==> config.mk <==
export PLATFORM = sky130hd
export DESIGN_NAME = ika9958_slot_pla_flat
export DESIGN_NICKNAME = d
export VERILOG_FILES = /design/src/rtl/ika9958_slot_pla_if.sv /design/src/rtl/ika9958_slot_pla.sv /design/src/flat_wrapper.sv
export SDC_FILE = /design/constraint.sdc
export NUM_CORES = 1
export LEC_CHECK = 0
export ABC_AREA = 1
export BUFFER_PORTS_ARGS = -buffer_cell sky130_fd_sc_hd__buf_4
export CAP_MARGIN = 0
export CORE_AREA = 2 2 127 129
export DETAILED_ROUTE_END_ITERATION = 6
export DIE_AREA = 0 0 129 131
export PLACE_DENSITY_LB_ADDON = 0.08
export REMOVE_ABC_BUFFERS = 1
export SLEW_MARGIN = 40
export SYNTH_ARGS = -nofsm -noshare
export SYNTH_HDL_FRONTEND = slang
export SYNTH_SLANG_ARGS = --single-unit
==> constraint.sdc <==
create_clock -name phiA -period 4.05 [get_ports phiA]
set_input_delay 0.405 -clock phiA [delete_from_list [all_inputs] [get_ports phiA]]
set_output_delay 0.405 -clock phiA [all_outputs]
set_load 0.01 [all_outputs]
==> src/rtl/ika9958_slot_pla_if.sv <==
// ika9958_slot_pla_if
// Bundles the run-time configuration inputs and the registered timing outputs
// of the horizontal slot counter / window decoder.
//   master : timing controller side (drives enable, period, wrap, sync, windows;
//            observes counter, phase decode, strobes and windows)
//   slave  : ika9958_slot_pla side
// Widths: CW = TILE_W+PIX_W counter bits, PH_W = 2**PIX_W phase lines.
interface ika9958_slot_pla_if #(
  parameter int unsigned TILE_W  = 5,
  parameter int unsigned PIX_W   = 4,
  parameter int unsigned NUM_WIN = 8
);
  localparam int unsigned CW   = TILE_W + PIX_W;
  localparam int unsigned PH_W = 1 << PIX_W;

  // configuration / control towards the slot counter
  logic                   phiA_cen;
  logic [PIX_W-1:0]       pix_period;
  logic [CW-1:0]          hwrap_val;
  logic                   hsync_ld;
  logic [NUM_WIN*CW-1:0]  win_set;
  logic [NUM_WIN*CW-1:0]  win_rst;
  logic [NUM_WIN-1:0]     win_en;

  // registered timing outputs
  logic [CW-1:0]          cpc;
  logic [PIX_W-1:0]       cpc_z;
  logic [PH_W-1:0]        phase_oh;
  logic                   eot;
  logic                   eol;
  logic [NUM_WIN-1:0]     win;

  modport master (
    output phiA_cen, pix_period, hwrap_val, hsync_ld, win_set, win_rst, win_en,
    input  cpc, cpc_z, phase_oh, eot, eol, win
  );

  modport slave (
    input  phiA_cen, pix_period, hwrap_val, hsync_ld, win_set, win_rst, win_en,
    output cpc, cpc_z, phase_oh, eot, eol, win
  );
endinterface

==> src/rtl/ika9958_slot_pla.sv <==
// ika9958_slot_pla
// Horizontal slot counter and window decoder. The counter is split into a
// tile field (upper TILE_W bits) and a pixel-cycle field (lower PIX_W bits);
// the number of pixel cycles per tile is programmable at run time. Produces
// end-of-tile / end-of-line strobes, a one-cycle-late phase decode and
// NUM_WIN programmable set/reset windows. Every output is a flop.
// Ports:
//   phiA : master clock, all state changes on its rising edge
//   RST  : synchronous active-high reset (overrides the advance enable)
//   bus  : slave side of ika9958_slot_pla_if (config in, timing out)
module ika9958_slot_pla #(
  parameter int unsigned                  TILE_W   = 5,
  parameter int unsigned                  PIX_W    = 4,
  parameter int unsigned                  NUM_WIN  = 8,
  parameter logic [TILE_W+PIX_W-1:0]      LOAD_VAL = (TILE_W+PIX_W)'(9'h1EC)
) (
  input logic               phiA,
  input logic               RST,
  ika9958_slot_pla_if.slave bus
);
  localparam int unsigned CW   = TILE_W + PIX_W;
  localparam int unsigned PH_W = 1 << PIX_W;

  logic [CW-1:0]      cpc_q,      cpc_d;
  logic [PIX_W-1:0]   cpc_z_q,    cpc_z_d;
  logic [PH_W-1:0]    phase_oh_q, phase_oh_d;
  logic               eot_q,      eot_d;
  logic               eol_q,      eol_d;
  logic [NUM_WIN-1:0] win_q,      win_d;

  // Field split and compares on the pre-update counter value.
  logic [PIX_W-1:0]  pix_c;
  logic [TILE_W-1:0] tile_c;
  logic              tile_end_c;
  logic              line_end_c;

  assign pix_c      = cpc_q[PIX_W-1:0];
  assign tile_c     = cpc_q[CW-1:PIX_W];
  // >= rather than == so shrinking the period mid-tile ends the tile at once
  assign tile_end_c = (pix_c >= bus.pix_period);
  assign line_end_c = (cpc_q == bus.hwrap_val);

  // Next-state logic; everything holds while phiA_cen is low.
  always_comb begin
    cpc_d      = cpc_q;
    cpc_z_d    = cpc_z_q;
    phase_oh_d = phase_oh_q;
    eot_d      = eot_q;
    eol_d      = eol_q;
    win_d      = win_q;

    if (bus.phiA_cen) begin
      // Counter: resync load > line wrap > tile carry > pixel increment.
      if (bus.hsync_ld) begin
        cpc_d = LOAD_VAL;
      end else if (line_end_c) begin
        cpc_d = '0;
      end else if (tile_end_c) begin
        cpc_d = {TILE_W'(tile_c + TILE_W'(1)), PIX_W'(0)};
      end else begin
        cpc_d = {tile_c, PIX_W'(pix_c + PIX_W'(1))};
      end

      // A resync load suppresses both strobes on its cycle.
      eot_d = tile_end_c & ~bus.hsync_ld;
      eol_d = line_end_c & ~bus.hsync_ld;

      // Phase decode lags the counter by one enabled cycle.
      cpc_z_d    = pix_c;
      phase_oh_d = PH_W'(1) << pix_c;

      // Windows: reset compare dominates set compare; hsync_ld does not clear.
      for (int unsigned i = 0; i < NUM_WIN; i++) begin
        if (!bus.win_en[i]) begin
          win_d[i] = 1'b0;
        end else if (cpc_q == bus.win_rst[i*CW +: CW]) begin
          win_d[i] = 1'b0;
        end else if (cpc_q == bus.win_set[i*CW +: CW]) begin
          win_d[i] = 1'b1;
        end
      end
    end
  end

  // State registers with synchronous reset.
  always_ff @(posedge phiA) begin
    if (RST) begin
      cpc_q      <= '0;
      cpc_z_q    <= '0;
      phase_oh_q <= PH_W'(1);
      eot_q      <= 1'b0;
      eol_q      <= 1'b0;
      win_q      <= '0;
    end else begin
      cpc_q      <= cpc_d;
      cpc_z_q    <= cpc_z_d;
      phase_oh_q <= phase_oh_d;
      eot_q      <= eot_d;
      eol_q      <= eol_d;
      win_q      <= win_d;
    end
  end

  assign bus.cpc      = cpc_q;
  assign bus.cpc_z    = cpc_z_q;
  assign bus.phase_oh = phase_oh_q;
  assign bus.eot      = eot_q;
  assign bus.eol      = eol_q;
  assign bus.win      = win_q;
endmodule

==> src/flat_wrapper.sv <==
// flat-port wrapper written by rule: the top's interface ports become plain ports
module ika9958_slot_pla_flat 
#(
  parameter int unsigned                  TILE_W   = 5,
  parameter int unsigned                  PIX_W    = 4,
  parameter int unsigned                  NUM_WIN  = 8,
  parameter logic [TILE_W+PIX_W-1:0]      LOAD_VAL = (TILE_W+PIX_W)'(9'h1EC)
)
  (phiA, RST, bus_phiA_cen, bus_pix_period, bus_hwrap_val, bus_hsync_ld, bus_win_set, bus_win_rst, bus_win_en, bus_cpc, bus_cpc_z, bus_phase_oh, bus_eot, bus_eol, bus_win);
  ika9958_slot_pla_if #(.TILE_W(TILE_W), .PIX_W(PIX_W), .NUM_WIN(NUM_WIN)) bus_i ();
  input logic phiA;
  input logic RST;
  input wire logic [$bits(bus_i.phiA_cen)-1:0] bus_phiA_cen;
  input wire logic [$bits(bus_i.pix_period)-1:0] bus_pix_period;
  input wire logic [$bits(bus_i.hwrap_val)-1:0] bus_hwrap_val;
  input wire logic [$bits(bus_i.hsync_ld)-1:0] bus_hsync_ld;
  input wire logic [$bits(bus_i.win_set)-1:0] bus_win_set;
  input wire logic [$bits(bus_i.win_rst)-1:0] bus_win_rst;
  input wire logic [$bits(bus_i.win_en)-1:0] bus_win_en;
  output wire logic [$bits(bus_i.cpc)-1:0] bus_cpc;
  output wire logic [$bits(bus_i.cpc_z)-1:0] bus_cpc_z;
  output wire logic [$bits(bus_i.phase_oh)-1:0] bus_phase_oh;
  output wire logic [$bits(bus_i.eot)-1:0] bus_eot;
  output wire logic [$bits(bus_i.eol)-1:0] bus_eol;
  output wire logic [$bits(bus_i.win)-1:0] bus_win;
  assign bus_i.phiA_cen = bus_phiA_cen;
  assign bus_i.pix_period = bus_pix_period;
  assign bus_i.hwrap_val = bus_hwrap_val;
  assign bus_i.hsync_ld = bus_hsync_ld;
  assign bus_i.win_set = bus_win_set;
  assign bus_i.win_rst = bus_win_rst;
  assign bus_i.win_en = bus_win_en;
  assign bus_cpc = bus_i.cpc;
  assign bus_cpc_z = bus_i.cpc_z;
  assign bus_phase_oh = bus_i.phase_oh;
  assign bus_eot = bus_i.eot;
  assign bus_eol = bus_i.eol;
  assign bus_win = bus_i.win;
  ika9958_slot_pla #(.TILE_W(TILE_W), .PIX_W(PIX_W), .NUM_WIN(NUM_WIN), .LOAD_VAL(LOAD_VAL)) u_core (.phiA(phiA), .RST(RST), .bus(bus_i));
endmodule
==> impl_metrics.toml, run 1 <==
[cts]
cts_made_buffers = 5
cts_setup_buffers = 0
clkTransAtPathRegs_ps = 60
clk_latency_ps = 290
cts_max_path_buffers = 2
cts_sinks = 39
cts_resized = 0
h-tree-depth = 2
ctsHoldBuffers = 0
root_buffer = "clkbuf_16"
tritoncts = "built"

[sta]
setup_tns_ps = 0
fin_crit_sh = 0.564
fin_worst_skew_ps = 3.63
hold_viol = 0
period_needed_ps = 2280
maxSlewViolCount = 0
slew_headroom = 0.517
setup-violations-final = 0
fmax_ghz = 0.438
rsz0062_at_grt = "false"
worstMarginPinSlew_ps = 719

[layout]
drive_above_1_share = 0.337
register_area_um2 = 788
synthToLayoutAreaGrowth_pct = 47.4
final_nets = 933
n_antenna_cell = 0
fillers = 1726
stdcell_count = 970
design_area_um2 = 5650
multi_input_area_um2 = 2610

[setup_path]
end_kind = "register"
crit_arrival_ps = 2510
path_max_fanout = 21
cpPeakStageDelay_ps = 370
critPathMostFrequentCell = "nand2_1"
crit_type = "register to register"
path_cells = "buf_4, inv_1, ha_1, o21ai_0, nand2_1, nand2_1, nand2_1, nand2_1, inv_1, nand2_1, nand3_1, a21oi_2"
worst_path_max_delay_cell = "buf_4"
required_ps = 4270
start_kind = "register"

[floorplanning]
fp-row-count = 46
die_area_um2 = 16900
die_w_um = 129
die_height_um = 131
io_pins = 208
start_util = 0.246
core_area_um2 = 15600

[power_and_ir_drop]
seq_power_share = 0.312
p_total_mw = 1.41
max-vdd-ir-drop_v = 0.000132
p_per_area_nw_per_um2 = 249
p_leak_nw = 2.77
power_frac_comb = 0.353
switching_share = 0.333
switchingPower_mw = 0.469
p_clk_frac = 0.335
p_int_mw = 0.938

[yosys]
yosysMostFrequentCell = "nand2_1"
async_reset_ff_frac = 0
synth.distinct_cells = 37
synth-main-ff-cell = "dfxtp_1"
ys_seq_area_frac = 0.204
syn_area_per_cell_um2 = 6.79
yosysTopAreaCell = "dfxtp_1"
synth_edf_count = 0
yosys-top-cells-count = "117 x nand2_1, 68 x xor2_1, 46 x inv_1"
synthCells = 564
syn-cell-area_um2 = 3830
synth_top_area_share = 0.204
ys_ff_latch = 39
ys.warnings.count = 0
synthTopCellsByArea = "dfxtp_1 20%, xor2_1 16%, nand2_1 11%"

[grt]
grt_pass1_vias = 4282
gr-usage-met1 = 0.235
grt_overflow = 0
grt_pass1_wl_um = 23900
grt_start_max_net_pins = 41
grt_use_met2 = 0.345
use_met3 = 0.0301
grt_usage = 0.188
grt_busiest_layer = "met2"
antenna_found_initial = 0

[place]
dp.cells = 962
dp_hpwl_um = 11800
port_buffers = 207
place_area_um2 = 5480
place.gp.congestion = 0.785

[route]
antenna_left = 0
drt-total-wl_um = 16000
wl_per_cell_um = 16.5
vias_per_cell = 4.47
drt_iter0_drc = 253
drc_errors = 0
drtPass1Iterations = 4
via_count = 4333

[worst_hold_path]
hold_path_class = "input pin to register"

[run]
max-cap-violations = 0

[run_status]
status = "complete, no violations"
worst max-delay path: cells and delay by family, from the launching register on:
kind / cells / cell delay (ps)
AO/OA/AOI/OAI: 2 / 290
adder cells (fa/ha/maj): 1 / 340
buffers and inverters: 3 / 750
flip-flops: 1 / 310
AND/OR/NAND/NOR: 6 / 530
routing by layer:
layer	up-vias	part of all wire
met5	-	0
met2	129	0.49
met1	1991	0.45
li1	2203	-
met3	10	0.049
met4	0	0.010
power by group through the flow:
stage / Combinational (mW) / Sequential, mW / Clock [mW]
floorplan: 0.233 / 0.456 / 0
global placement: 0.498 / 0.448 / 0
detailed placement: 0.498 / 0.450 / 0
CTS: 0.500 / 0.441 / 0.484
global route: 0.550 / 0.443 / 0.501
finish: 0.496 / 0.439 / 0.472
layout by cell type, fill, tap and decap left out, types with 4 or more instances in the layout:
cell type / synthesis / layout
buf_4: 14 / 213
nand2_1: 117 / 117
xor2_1: 68 / 68
inv_1: 46 / 46
nor2_1: 42 / 42
dfxtp_1: 39 / 35
nand3_1: 32 / 32
a21oi_1: 32 / 32
xnor2_1: 30 / 30
nor3_1: 28 / 28
o22ai_1: 14 / 14
o21ai_0: 14 / 14
ha_1: 11 / 11
nand4_1: 8 / 8
or2_2: 7 / 7
a22oi_1: 5 / 5
clkbuf_16: 0 / 5
o211ai_1: 4 / 4
a21oi_2: 4 / 4
registers in the layout, summed over array words and instances (netlist names):
| register | cells |
|---|---|
| u_core.bus.eol | 1 |
| u_core.bus.eot | 1 |
| u_core.bus.cpc | 9 |
| u_core.bus.cpc_z | 4 |
| u_core.bus.phase_oh | 16 |
| u_core.bus.win | 8 |
metrics by stage:
step,setup WS [ps],utilization,hold WS (ps)
after global routing,1580,0.362,375
after floorplan,1750,-,474
after global placement,1680,0.351,458
after detailed placement,1730,0.351,459
final,1770,0.362,348
after CTS,1730,0.362,342
path summary, 6_finish.rpt:
kind | slack [ps] | to | startpoint | cells after the start
max | 1770 | u_core.bus.cpc[8] | u_core.bus.cpc[0] | 12
min | 350 | u_core.bus.win[2] | bus_win_en[2] | 3
max reg2reg | 1770 | u_core.bus.cpc[8] | u_core.bus.cpc[0] | 12
min reg2reg | 470 | u_core.bus.phase_oh[2] | u_core.bus.phase_oh[2] | 2
cell type report:
cell class                 instances  area share
multi-input combinational        441       0.462
timing repair buffer             213       0.283
sequential                        39       0.140
tap                              216      0.0479
inverter                          53      0.0372
clock buffer                       5      0.0222
clock inverter                     3     0.00776
logic make-up after synthesis:
family / count (synthesis) / share of synthesized area
flops: 39 / 0.204
xor+xnor: 98 / 0.224
fa+ha+maj: 11 / 0.0359
simple gates: 250 / 0.294
buf+inv: 84 / 0.115
compound gates: 82 / 0.127
Power figures use the tool's default switching activity.
==> inputs of run 2 (changes only) <==
clock period = 2 ns   (was 4.05 ns; I/O delays follow)
==> impl_metrics.toml, run 2 (same netlist as run 1, synthesis figures left out) <==
[setup_path]
end_kind = "register"
worst_path_max_delay_cell = "buf_4"
crit_arrival_ps = 1860
path_cells = "buf_4, xnor2_1, nand2_1, nor2_2, nand3_2, o211ai_1, a21oi_2"
start_kind = "register"
required_ps = 2160
cpPeakStageDelay_ps = 390
crit_type = "register to register"
path_max_fanout = 20

[layout]
utilization = 0.372
final_nets = 948
drive_above_1_share = 0.345
n_antenna_cell = 0
design_area_um2 = 5800
synthToLayoutAreaGrowth_pct = 51.3
largest_reg_flops = 16
fillers = 1699
final_common_cell = "buf_4"
mostFrequentLayoutCells = "226 x buf_4, 117 x nand2_1, 68 x xor2_1, 46 x inv_1, 42 x nor2_1"

[cts]
cts_sinks = 39
clk_latency_ps = 280
tritoncts = "built"
cts_max_path_buffers = 2
clkTransAtPathRegs_ps = 60
h-tree-depth = 2
ctsHoldBuffers = 0
cts_setup_buffers = 0
cts_resized = 0
cts_made_buffers = 5
root_buffer = "clkbuf_16"

[sta]
setup-violations-final = 0
worstMarginPinSlew_ps = 559
setup_ws_ps = 296
maxSlewViolCount = 0
fin_worst_skew_ps = 5.98
hold_viol = 0
fmax_ghz = 0.587
fin_crit_sh = 0.852
rsz0062_at_grt = "false"
slew_headroom = 0.627
period_needed_ps = 1700

[floorplanning]
die_w_um = 129
start_util = 0.246
die_area_um2 = 16900
die_height_um = 131
core_area_um2 = 15600
fp-row-count = 46
io_pins = 208

[route]
antenna_left = 0
wl_per_cell_um = 16.3
drt-total-wl_um = 16000
vias_per_cell = 4.48
drt_iter0_drc = 175
via_count = 4412
drtPass1Iterations = 5
drc_errors = 0

[place]
post-place-ws_ps = 287
port_buffers = 207
place_area_um2 = 5610
place.gp.congestion = 0.819
dp_hpwl_um = 12500

[power_and_ir_drop]
max-vdd-ir-drop_v = 0.000260
p_per_area_nw_per_um2 = 519
p_leak_nw = 2.86

[worst_hold_path]
hold_path_class = "input pin to register"

[run_status]
status = "complete, no violations"

[grt]
grt_start_max_net_pins = 23
grt_pass1_vias = 4385
grt_overflow = 0
grt_usage = 0.186
grt_pass1_wl_um = 24000
antenna_found_initial = 0

[run]
max-cap-violations = 0
run 2: changes by cell type in the layout (fill, tap and decap cells not counted):
cell,change
clkbuf_1,+1
bufinv_16,+1
clkinv_4,-1
inv_2,+1
clkinv_2,-2
dfxtp_4,-1
buf_12,+2
dfxtp_2,-2
dfxtp_1,+3
buf_4,+13
run 2: path summary, 6_finish.rpt:
kind | start | endpoint | slack (ps) | cells past startpoint
max | u_core.bus.cpc[0] | u_core.bus.cpc[5] | 300 | 7
max reg2reg | u_core.bus.cpc[0] | u_core.bus.cpc[5] | 300 | 7
min reg2reg | u_core.bus.eot | u_core.bus.eot | 470 | 2
min | bus_win_en[2] | u_core.bus.win[2] | 150 | 3
run 2: through the flow:
stage / hold slack [ps] / setup TNS [ps] / cells / total power [mW]
after global placement: 443 / 0 / 977 / 1.95
after CTS: 148 / 0 / 985 / 3.04
final: 151 / 0 / 985 / 3.01
after global routing: 169 / 0 / 985 / 3.18
after floorplan: 269 / -2280 / 533 / 1.40
after detailed placement: 447 / 0 / 977 / 1.96
run 2: cell type report:
| class | count | area [µm²] | share of cell area |
|---|---|---|---|
| sequential | 39 | 782 | 0.135 |
| clock inverter | 2 | 60.1 | 0.0104 |
| clock buffer | 6 | 129 | 0.0222 |
| multi-input combinational | 441 | 2610 | 0.450 |
| tap | 216 | 270 | 0.0466 |
| inverter | 53 | 209 | 0.0361 |
| timing repair buffer | 228 | 1740 | 0.300 |
run 2: per-layer routing:
metal  GRT usage  part of all wire  vias up
met5           0                 0        -
met4      0.0499             0.020        0
met3      0.0289             0.058       20
met2       0.330              0.48      153
met1       0.235              0.44     2005
li1            -                 -     2234
run 2: worst max-delay path: cells and delay by family, from the launching register on:
family	cells	cell delay [ps]
AND/OR/NAND/NOR	3	490
XOR/XNOR	1	170
flip-flops	1	330
AO/OA/AOI/OAI	2	180
buffers and inverters	1	390
run 2: where the power goes:
part	switching, mW	internal (mW)
sequential	0.0336	0.803
combinational	0.556	0.544
clock	0.353	0.717
total	0.943	2.06
